[config.mk]
export PLATFORM = sky130hd
export DESIGN_NAME = div_share_arbiter_flat
export DESIGN_NICKNAME = d
export VERILOG_FILES = /design/src/rtl/div_share_arbiter_if.sv /design/src/rtl/div_share_arbiter.sv /design/src/flat_wrapper.sv
export SDC_FILE = /design/constraint.sdc
export NUM_CORES = 1
export LEC_CHECK = 0
export ABC_AREA = 1
export BUFFER_PORTS_ARGS = -buffer_cell sky130_fd_sc_hd__buf_4
export CAP_MARGIN = 20
export CORE_AREA = 2 2 156 158
export CTS_BUF_LIST = sky130_fd_sc_hd__clkbuf_16
export CTS_CLUSTER_SIZE = 20
export DETAILED_ROUTE_END_ITERATION = 10
export DIE_AREA = 0 0 158 160
export SLEW_MARGIN = 5
export SYNTH_ARGS = -nofsm -noshare
export SYNTH_HDL_FRONTEND = slang
export SYNTH_SLANG_ARGS = --single-unit
[constraint.sdc]
create_clock -name clk -period 3.8 [get_ports clk]
set_input_delay 1.14 -clock clk [delete_from_list [all_inputs] [get_ports clk]]
set_output_delay 1.14 -clock clk [all_outputs]
set_load 0.03 [all_outputs]
[src/rtl/div_share_arbiter_if.sv]
`default_nettype none
// ============================================================================
// Module      : div_share_arbiter_if
// Description : Requester and divider bus of the shared-divider arbiter.
// Revision    : 1.0 - initial release
// ============================================================================
interface div_share_arbiter_if #(
    parameter int N_REQ = 4,
    parameter int W     = 32
);
    logic [N_REQ-1:0]   req;
    logic [N_REQ*W-1:0] a_in;
    logic [N_REQ*W-1:0] b_in;
    logic [N_REQ-1:0]   gnt;
    logic [W-1:0]       res;
    logic [N_REQ-1:0]   res_valid;
    logic               res_inv;
    logic               busy;
    logic [W-1:0]       div_A;
    logic [W-1:0]       div_B;
    logic               div_valid;
    logic [W-1:0]       div_out;
    logic               div_ready;
    logic               div_inv;
    logic               timeout_err;

    modport slave (
        input  req, a_in, b_in, div_out, div_ready, div_inv,
        output gnt, res, res_valid, res_inv, busy, div_A, div_B, div_valid, timeout_err
    );

    modport master (
        output req, a_in, b_in, div_out, div_ready, div_inv,
        input  gnt, res, res_valid, res_inv, busy, div_A, div_B, div_valid, timeout_err
    );
endinterface
`default_nettype wire

[src/rtl/div_share_arbiter.sv]
`default_nettype none
// ============================================================================
// Module      : div_share_arbiter
// Description : Round-robin time-sharing of one divider among N_REQ requesters.
//               Optional WAIT watchdog enabled by macro DIV_ARB_TIMEOUT_EN.
// Revision    : 1.0 - initial release
// ============================================================================
module div_share_arbiter #(
    parameter int N_REQ   = 4,
    parameter int W       = 32,
    parameter int TIMEOUT = 64
) (
    input  logic               clk,
    input  logic               rst_n,
    div_share_arbiter_if.slave bus
);
    localparam int IW = (N_REQ > 1) ? $clog2(N_REQ) : 1;

    if ((N_REQ < 2) || (N_REQ > 8) || (TIMEOUT < 2)) begin : g_param_check
        $error("div_share_arbiter: unsupported parameter value");
    end

    typedef enum logic [1:0] {
        S_IDLE  = 2'd0,
        S_ISSUE = 2'd1,
        S_WAIT  = 2'd2,
        S_DONE  = 2'd3
    } state_t;

    state_t          state_q, state_d;
    logic [IW-1:0]   rr_ptr_q, rr_ptr_d;
    logic [IW-1:0]   owner_q, owner_d;
    logic [W-1:0]    div_a_q, div_a_d;
    logic [W-1:0]    div_b_q, div_b_d;
    logic [W-1:0]    res_q, res_d;
    logic            res_inv_q, res_inv_d;
    logic [IW-1:0]   sel;
    logic            hit;
    logic [IW:0]     idx;
    logic [N_REQ-1:0] owner_oh;

`ifdef DIV_ARB_TIMEOUT_EN
    localparam int CW = $clog2(TIMEOUT + 1);
    logic [CW-1:0] cnt_q, cnt_d;
    logic          to_q, to_d;
`endif

    // Scan downward so the requester closest above rr_ptr is the last (winning) hit.
    always_comb begin
        sel = '0;
        hit = 1'b0;
        idx = '0;
        for (int k = N_REQ - 1; k >= 0; k--) begin
            idx = (IW+1)'(rr_ptr_q) + (IW+1)'(k);
            if (idx >= (IW+1)'(N_REQ)) begin
                idx = idx - (IW+1)'(N_REQ);
            end
            if (bus.req[idx[IW-1:0]]) begin
                sel = idx[IW-1:0];
                hit = 1'b1;
            end
        end
    end

    always_comb begin
        state_d   = state_q;
        rr_ptr_d  = rr_ptr_q;
        owner_d   = owner_q;
        div_a_d   = div_a_q;
        div_b_d   = div_b_q;
        res_d     = res_q;
        res_inv_d = res_inv_q;
`ifdef DIV_ARB_TIMEOUT_EN
        cnt_d     = cnt_q;
        to_d      = to_q;
`endif
        case (state_q)
            S_IDLE: begin
                if (hit) begin
                    owner_d = sel;
                    div_a_d = bus.a_in[int'(sel)*W +: W];
                    div_b_d = bus.b_in[int'(sel)*W +: W];
                    state_d = S_ISSUE;
                end
            end
            S_ISSUE: begin
`ifdef DIV_ARB_TIMEOUT_EN
                cnt_d   = CW'(1);
`endif
                state_d = S_WAIT;
            end
            S_WAIT: begin
                if (bus.div_ready) begin
                    res_d     = bus.div_out;
                    res_inv_d = bus.div_inv;
                    state_d   = S_DONE;
`ifdef DIV_ARB_TIMEOUT_EN
                    to_d      = 1'b0;
                end else if (cnt_q == CW'(TIMEOUT - 1)) begin
                    // Abort lands in DONE exactly TIMEOUT cycles after ISSUE.
                    res_d     = '0;
                    res_inv_d = 1'b1;
                    to_d      = 1'b1;
                    state_d   = S_DONE;
                end else begin
                    cnt_d     = cnt_q + CW'(1);
`endif
                end
            end
            S_DONE: begin
                rr_ptr_d = (owner_q == IW'(N_REQ - 1)) ? '0 : owner_q + IW'(1);
                state_d  = S_IDLE;
`ifdef DIV_ARB_TIMEOUT_EN
                to_d     = 1'b0;
`endif
            end
            default: state_d = S_IDLE;
        endcase
    end

    always_ff @(posedge clk or negedge rst_n) begin
        if (!rst_n) begin
            state_q   <= S_IDLE;
            rr_ptr_q  <= '0;
            owner_q   <= '0;
            div_a_q   <= '0;
            div_b_q   <= '0;
            res_q     <= '0;
            res_inv_q <= 1'b0;
`ifdef DIV_ARB_TIMEOUT_EN
            cnt_q     <= '0;
            to_q      <= 1'b0;
`endif
        end else begin
            state_q   <= state_d;
            rr_ptr_q  <= rr_ptr_d;
            owner_q   <= owner_d;
            div_a_q   <= div_a_d;
            div_b_q   <= div_b_d;
            res_q     <= res_d;
            res_inv_q <= res_inv_d;
`ifdef DIV_ARB_TIMEOUT_EN
            cnt_q     <= cnt_d;
            to_q      <= to_d;
`endif
        end
    end

    assign owner_oh      = N_REQ'(1) << owner_q;
    assign bus.gnt       = (state_q == S_ISSUE) ? owner_oh : '0;
    assign bus.res_valid = (state_q == S_DONE)  ? owner_oh : '0;
    assign bus.div_valid = (state_q == S_ISSUE);
    assign bus.busy      = (state_q != S_IDLE);
    assign bus.div_A     = div_a_q;
    assign bus.div_B     = div_b_q;
    assign bus.res       = res_q;
    assign bus.res_inv   = res_inv_q;
`ifdef DIV_ARB_TIMEOUT_EN
    assign bus.timeout_err = (state_q == S_DONE) && to_q;
`else
    assign bus.timeout_err = 1'b0;
`endif
endmodule
`default_nettype wire

[src/flat_wrapper.sv]
// flat-port wrapper written by rule: the top's interface ports become plain ports
module div_share_arbiter_flat 
#(
    parameter int N_REQ   = 4,
    parameter int W       = 32,
    parameter int TIMEOUT = 64
)
  (clk, rst_n, bus_req, bus_a_in, bus_b_in, bus_div_out, bus_div_ready, bus_div_inv, bus_gnt, bus_res, bus_res_valid, bus_res_inv, bus_busy, bus_div_A, bus_div_B, bus_div_valid, bus_timeout_err);
  div_share_arbiter_if #(.N_REQ(N_REQ), .W(W)) bus_i ();
  input  logic clk;
  input  logic rst_n;
  input wire logic [$bits(bus_i.req)-1:0] bus_req;
  input wire logic [$bits(bus_i.a_in)-1:0] bus_a_in;
  input wire logic [$bits(bus_i.b_in)-1:0] bus_b_in;
  input wire logic [$bits(bus_i.div_out)-1:0] bus_div_out;
  input wire logic [$bits(bus_i.div_ready)-1:0] bus_div_ready;
  input wire logic [$bits(bus_i.div_inv)-1:0] bus_div_inv;
  output wire logic [$bits(bus_i.gnt)-1:0] bus_gnt;
  output wire logic [$bits(bus_i.res)-1:0] bus_res;
  output wire logic [$bits(bus_i.res_valid)-1:0] bus_res_valid;
  output wire logic [$bits(bus_i.res_inv)-1:0] bus_res_inv;
  output wire logic [$bits(bus_i.busy)-1:0] bus_busy;
  output wire logic [$bits(bus_i.div_A)-1:0] bus_div_A;
  output wire logic [$bits(bus_i.div_B)-1:0] bus_div_B;
  output wire logic [$bits(bus_i.div_valid)-1:0] bus_div_valid;
  output wire logic [$bits(bus_i.timeout_err)-1:0] bus_timeout_err;
  assign bus_i.req = bus_req;
  assign bus_i.a_in = bus_a_in;
  assign bus_i.b_in = bus_b_in;
  assign bus_i.div_out = bus_div_out;
  assign bus_i.div_ready = bus_div_ready;
  assign bus_i.div_inv = bus_div_inv;
  assign bus_gnt = bus_i.gnt;
  assign bus_res = bus_i.res;
  assign bus_res_valid = bus_i.res_valid;
  assign bus_res_inv = bus_i.res_inv;
  assign bus_busy = bus_i.busy;
  assign bus_div_A = bus_i.div_A;
  assign bus_div_B = bus_i.div_B;
  assign bus_div_valid = bus_i.div_valid;
  assign bus_timeout_err = bus_i.timeout_err;
  div_share_arbiter #(.N_REQ(N_REQ), .W(W), .TIMEOUT(TIMEOUT)) u_core (.clk(clk), .rst_n(rst_n), .bus(bus_i));
endmodule
==> impl_metrics.py <==
metrics = {
    "status": {
        "outcome": "finished, final reports clean",
    },
    "worst_setup_path": {
        "required_ns": 4.06,
        "critical_path_class": "input port to flip-flop",
        "crit_chain": "buf_4 > inv_1 > nand2_1 > nand3_1 > nand2_1 > nand3_1 > nand2_1 > nand2_4 > nand2_4 > buf_12 > nand2_1 > nand3_1 > nand2_1 > nand2_1 > nand2_1",
        "crit_path_top_delay_cell": "nand2_4",
        "arrival_ns": 3.06,
        "slowest_delay_ns": 0.28,
        "cp_max_fo": 80,
        "r2r_cells": 14,
        "start_kind": "input port",
        "end_kind": "flip-flop",
        "path_common_cell": "nand2_1",
    },
    "logic_synthesis": {
        "yosys_warnings": 0,
        "yosys_register_bits": 103,
        "synth_seq_area_share_pct": 35.3,
        "synthCells": 1146,
        "avgSynthCellArea_um2": 6.38,
        "syn_nets": 1451,
        "ys_types": 25,
        "syn_area_um2": 7310,
    },
    "global_routing": {
        "grt_first_pass_wirelength_mm": 42.3,
        "gr-usage-met2_pct": 37.5,
        "antenna_found_initial": 1,
        "grt_pass1_vias": 8198,
        "gr-total-overflow": 0,
        "grt_use_met3_pct": 6.24,
        "busiest_layer": "met2",
        "gr-usage-met1_pct": 24.8,
        "grt.total_usage_pct": 21.3,
        "grt_max_degree": 81,
    },
    "power": {
        "vdd_drop_max_uv": 542,
        "powerDensity_nw_per_um2": 930,
        "p_leak_nw": 6.66,
    },
    "detailed_routing": {
        "via_per_inst": 4.55,
        "first_iter_violations": 677,
        "first_pass_iters": 5,
        "vias": 8350,
        "routed_wl_mm": 27.4,
        "drtAntennaViolNets": 0,
        "wl_per_cell_um": 14.9,
        "drc_errors": 0,
    },
    "sta": {
        "setup_viol": 0,
        "slew_viol_final": 0,
        "period_share_pct": 73.8,
        "tightest_slew_ns": 0.851,
        "rsz0062_at_grt": "no",
        "fin_crit_ns": 2.80,
        "hold_violations": 0,
        "fin_skew_ns": 0.0125,
        "final.setup.tns_ns": 0,
        "slew_headroom_pct": 43.3,
        "fmax_mhz": 357,
    },
    "clock_tree": {
        "cts_tree": "yes",
        "clk_path_buf_depth": 2,
        "cts.hold.buffers_added": 0,
        "clock_latency_ns": 0.37,
        "cts_setup_buffers": 0,
        "ctsHtreeMaxLevel": 3,
        "cts-root-buf": "clkbuf_16",
        "cts_buffers": 9,
        "ctsResizeCount": 0,
        "clkTransAtPathRegs_ns": 0.08,
        "cts.sinks": 103,
    },
    "run": {
        "drv_cap": 0,
    },
    "finish": {
        "layout-drive-gt1-share_pct": 32.3,
        "nFillCells": 2547,
        "mostFrequentLayoutCells": "437 x nand2_1, 414 x buf_4, 245 x nand3_1",
        "nets": 1810,
        "areaGrowthSynthToFinish_pct": 48.8,
        "layout_commonest_cell": "nand2_1",
        "finish.utilization_pct": 45.7,
    },
    "die": {
        "fp.dieArea_um2": 25300,
        "die_w_um": 158,
        "initial_core_util_pct": 30.7,
        "rows": 57,
        "die_h_um": 160,
        "io_pins": 404,
        "floorplan.core_area_um2": 23800,
    },
    "placed_design": {
        "place_congestion": 0.837,
        "port_buffers": 402,
        "hpwl_mm": 20.5,
    },
    "min_path": {
        "hp-class": "flip-flop to flip-flop",
        "hold_depth": 2,
    },
}
==> power breakdown <==
part           internal, W  switching [W]
Sequential         0.00165       0.000317
Combinational      0.00250        0.00466
Clock             0.000474       0.000507
==> worst max-delay path, delay by kind of cell <==
kind                   cells  cell delay, ns
AND/OR/NAND/NOR           12            1.42
buffers and inverters      3            0.39
==> cells by family (layout without fill, tap and decap cells) <==
group | Yosys count | count (layout) | synth area share (%)
buf+inv | 289 | 653 | 16.5
other cells | 1 | 2 | 0.0513
compound gates | 9 | 9 | 0.873
fa+ha+maj | 9 | 9 | 1.54
flops | 103 | 103 | 35.3
mux | 33 | 33 | 5.08
simple gates | 702 | 702 | 40.7
==> synth_stat cells <==
cell / instances / area [um2]
nand2_1: 438 / 1640
nand3_1: 246 / 1230
inv_1: 214 / 803
dfrtp_1: 103 / 2580
buf_2: 48 / 240
mux2_2: 33 / 372
ha_1: 9 / 113
buf_4: 7 / 52.6
nand2_2: 7 / 43.8
nor2_1: 7 / 26.3
buf_1: 6 / 22.5
clkbuf_1: 6 / 22.5
buf_6: 4 / 45.0
o21ai_0: 3 / 15.0
a21oi_1: 2 / 10.0
inv_2: 2 / 7.51
nand3_2: 2 / 20.0
nor2_2: 2 / 12.5
a21boi_4: 1 / 18.8
clkinv_1: 1 / 3.75
conb_1: 1 / 3.75
inv_4: 1 / 6.26
o21ai_1: 1 / 5.00
o21ai_2: 1 / 8.76
o22ai_1: 1 / 6.26
==> routing by layer <==
layer | share of wire (%) | wire (um)
met3 | 9.5 | 2590
met5 | 0 | 0
met1 | 40 | 10900
met2 | 49 | 13400
met4 | 2.0 | 536
==> through the flow <==
stage	hold slack, ns	worst slack (ns)	area [um2]	std cells	power [W]
6_report	0.482	0.997	10900	1835	0.0101
5_1_grt	0.498	0.721	10900	1835	0.0110
4_1_cts	0.487	1.02	10900	1834	0.0103
3_5_place_dp	0.466	0.634	10600	1818	0.00926
3_3_place_gp	0.463	0.654	10600	1818	0.00916
2_1_floorplan	0.507	1.40	7310	1146	0.00695
==> final cells by class <==
type	count	area (um2)	area share, %
timing repair buffer	419	3210	29.5
clock buffer	9	225	2.07
antenna	1	2.50	0.0230
tap	324	405	3.73
sequential	103	2580	23.7
inverter	218	821	7.54
multi-input combinational	754	3550	32.7
clock inverter	7	86.3	0.793
==> flip-flops by register name, summed over array words and instances (netlist names) <==
name and count:
u_core.bus.div_A 32, u_core.bus.div_B 32, u_core.bus.res 32, u_core.bus.res_inv 1, u_core.owner_q 2, u_core.rr_ptr_q 2, u_core.state_q 2
==> worst paths after layout <==
| path | startpoint | end | slack, ns |
|---|---|---|---|
| min in group asynchronous | rst_n | u_core.bus.div_A[9] | 0.87 |
| min | u_core.bus.div_A[29] | u_core.bus.div_A[29] | 0.48 |
| min reg2reg | u_core.bus.div_A[29] | u_core.bus.div_A[29] | 0.48 |
| max in group asynchronous | rst_n | u_core.bus.res[20] | 2.04 |
| max reg2reg | u_core.rr_ptr_q[0] | u_core.bus.div_A[25] | 1.20 |
| max | bus_req[3] | u_core.bus.div_A[25] | 1.0 |
(Power assumes the default switching activity.)
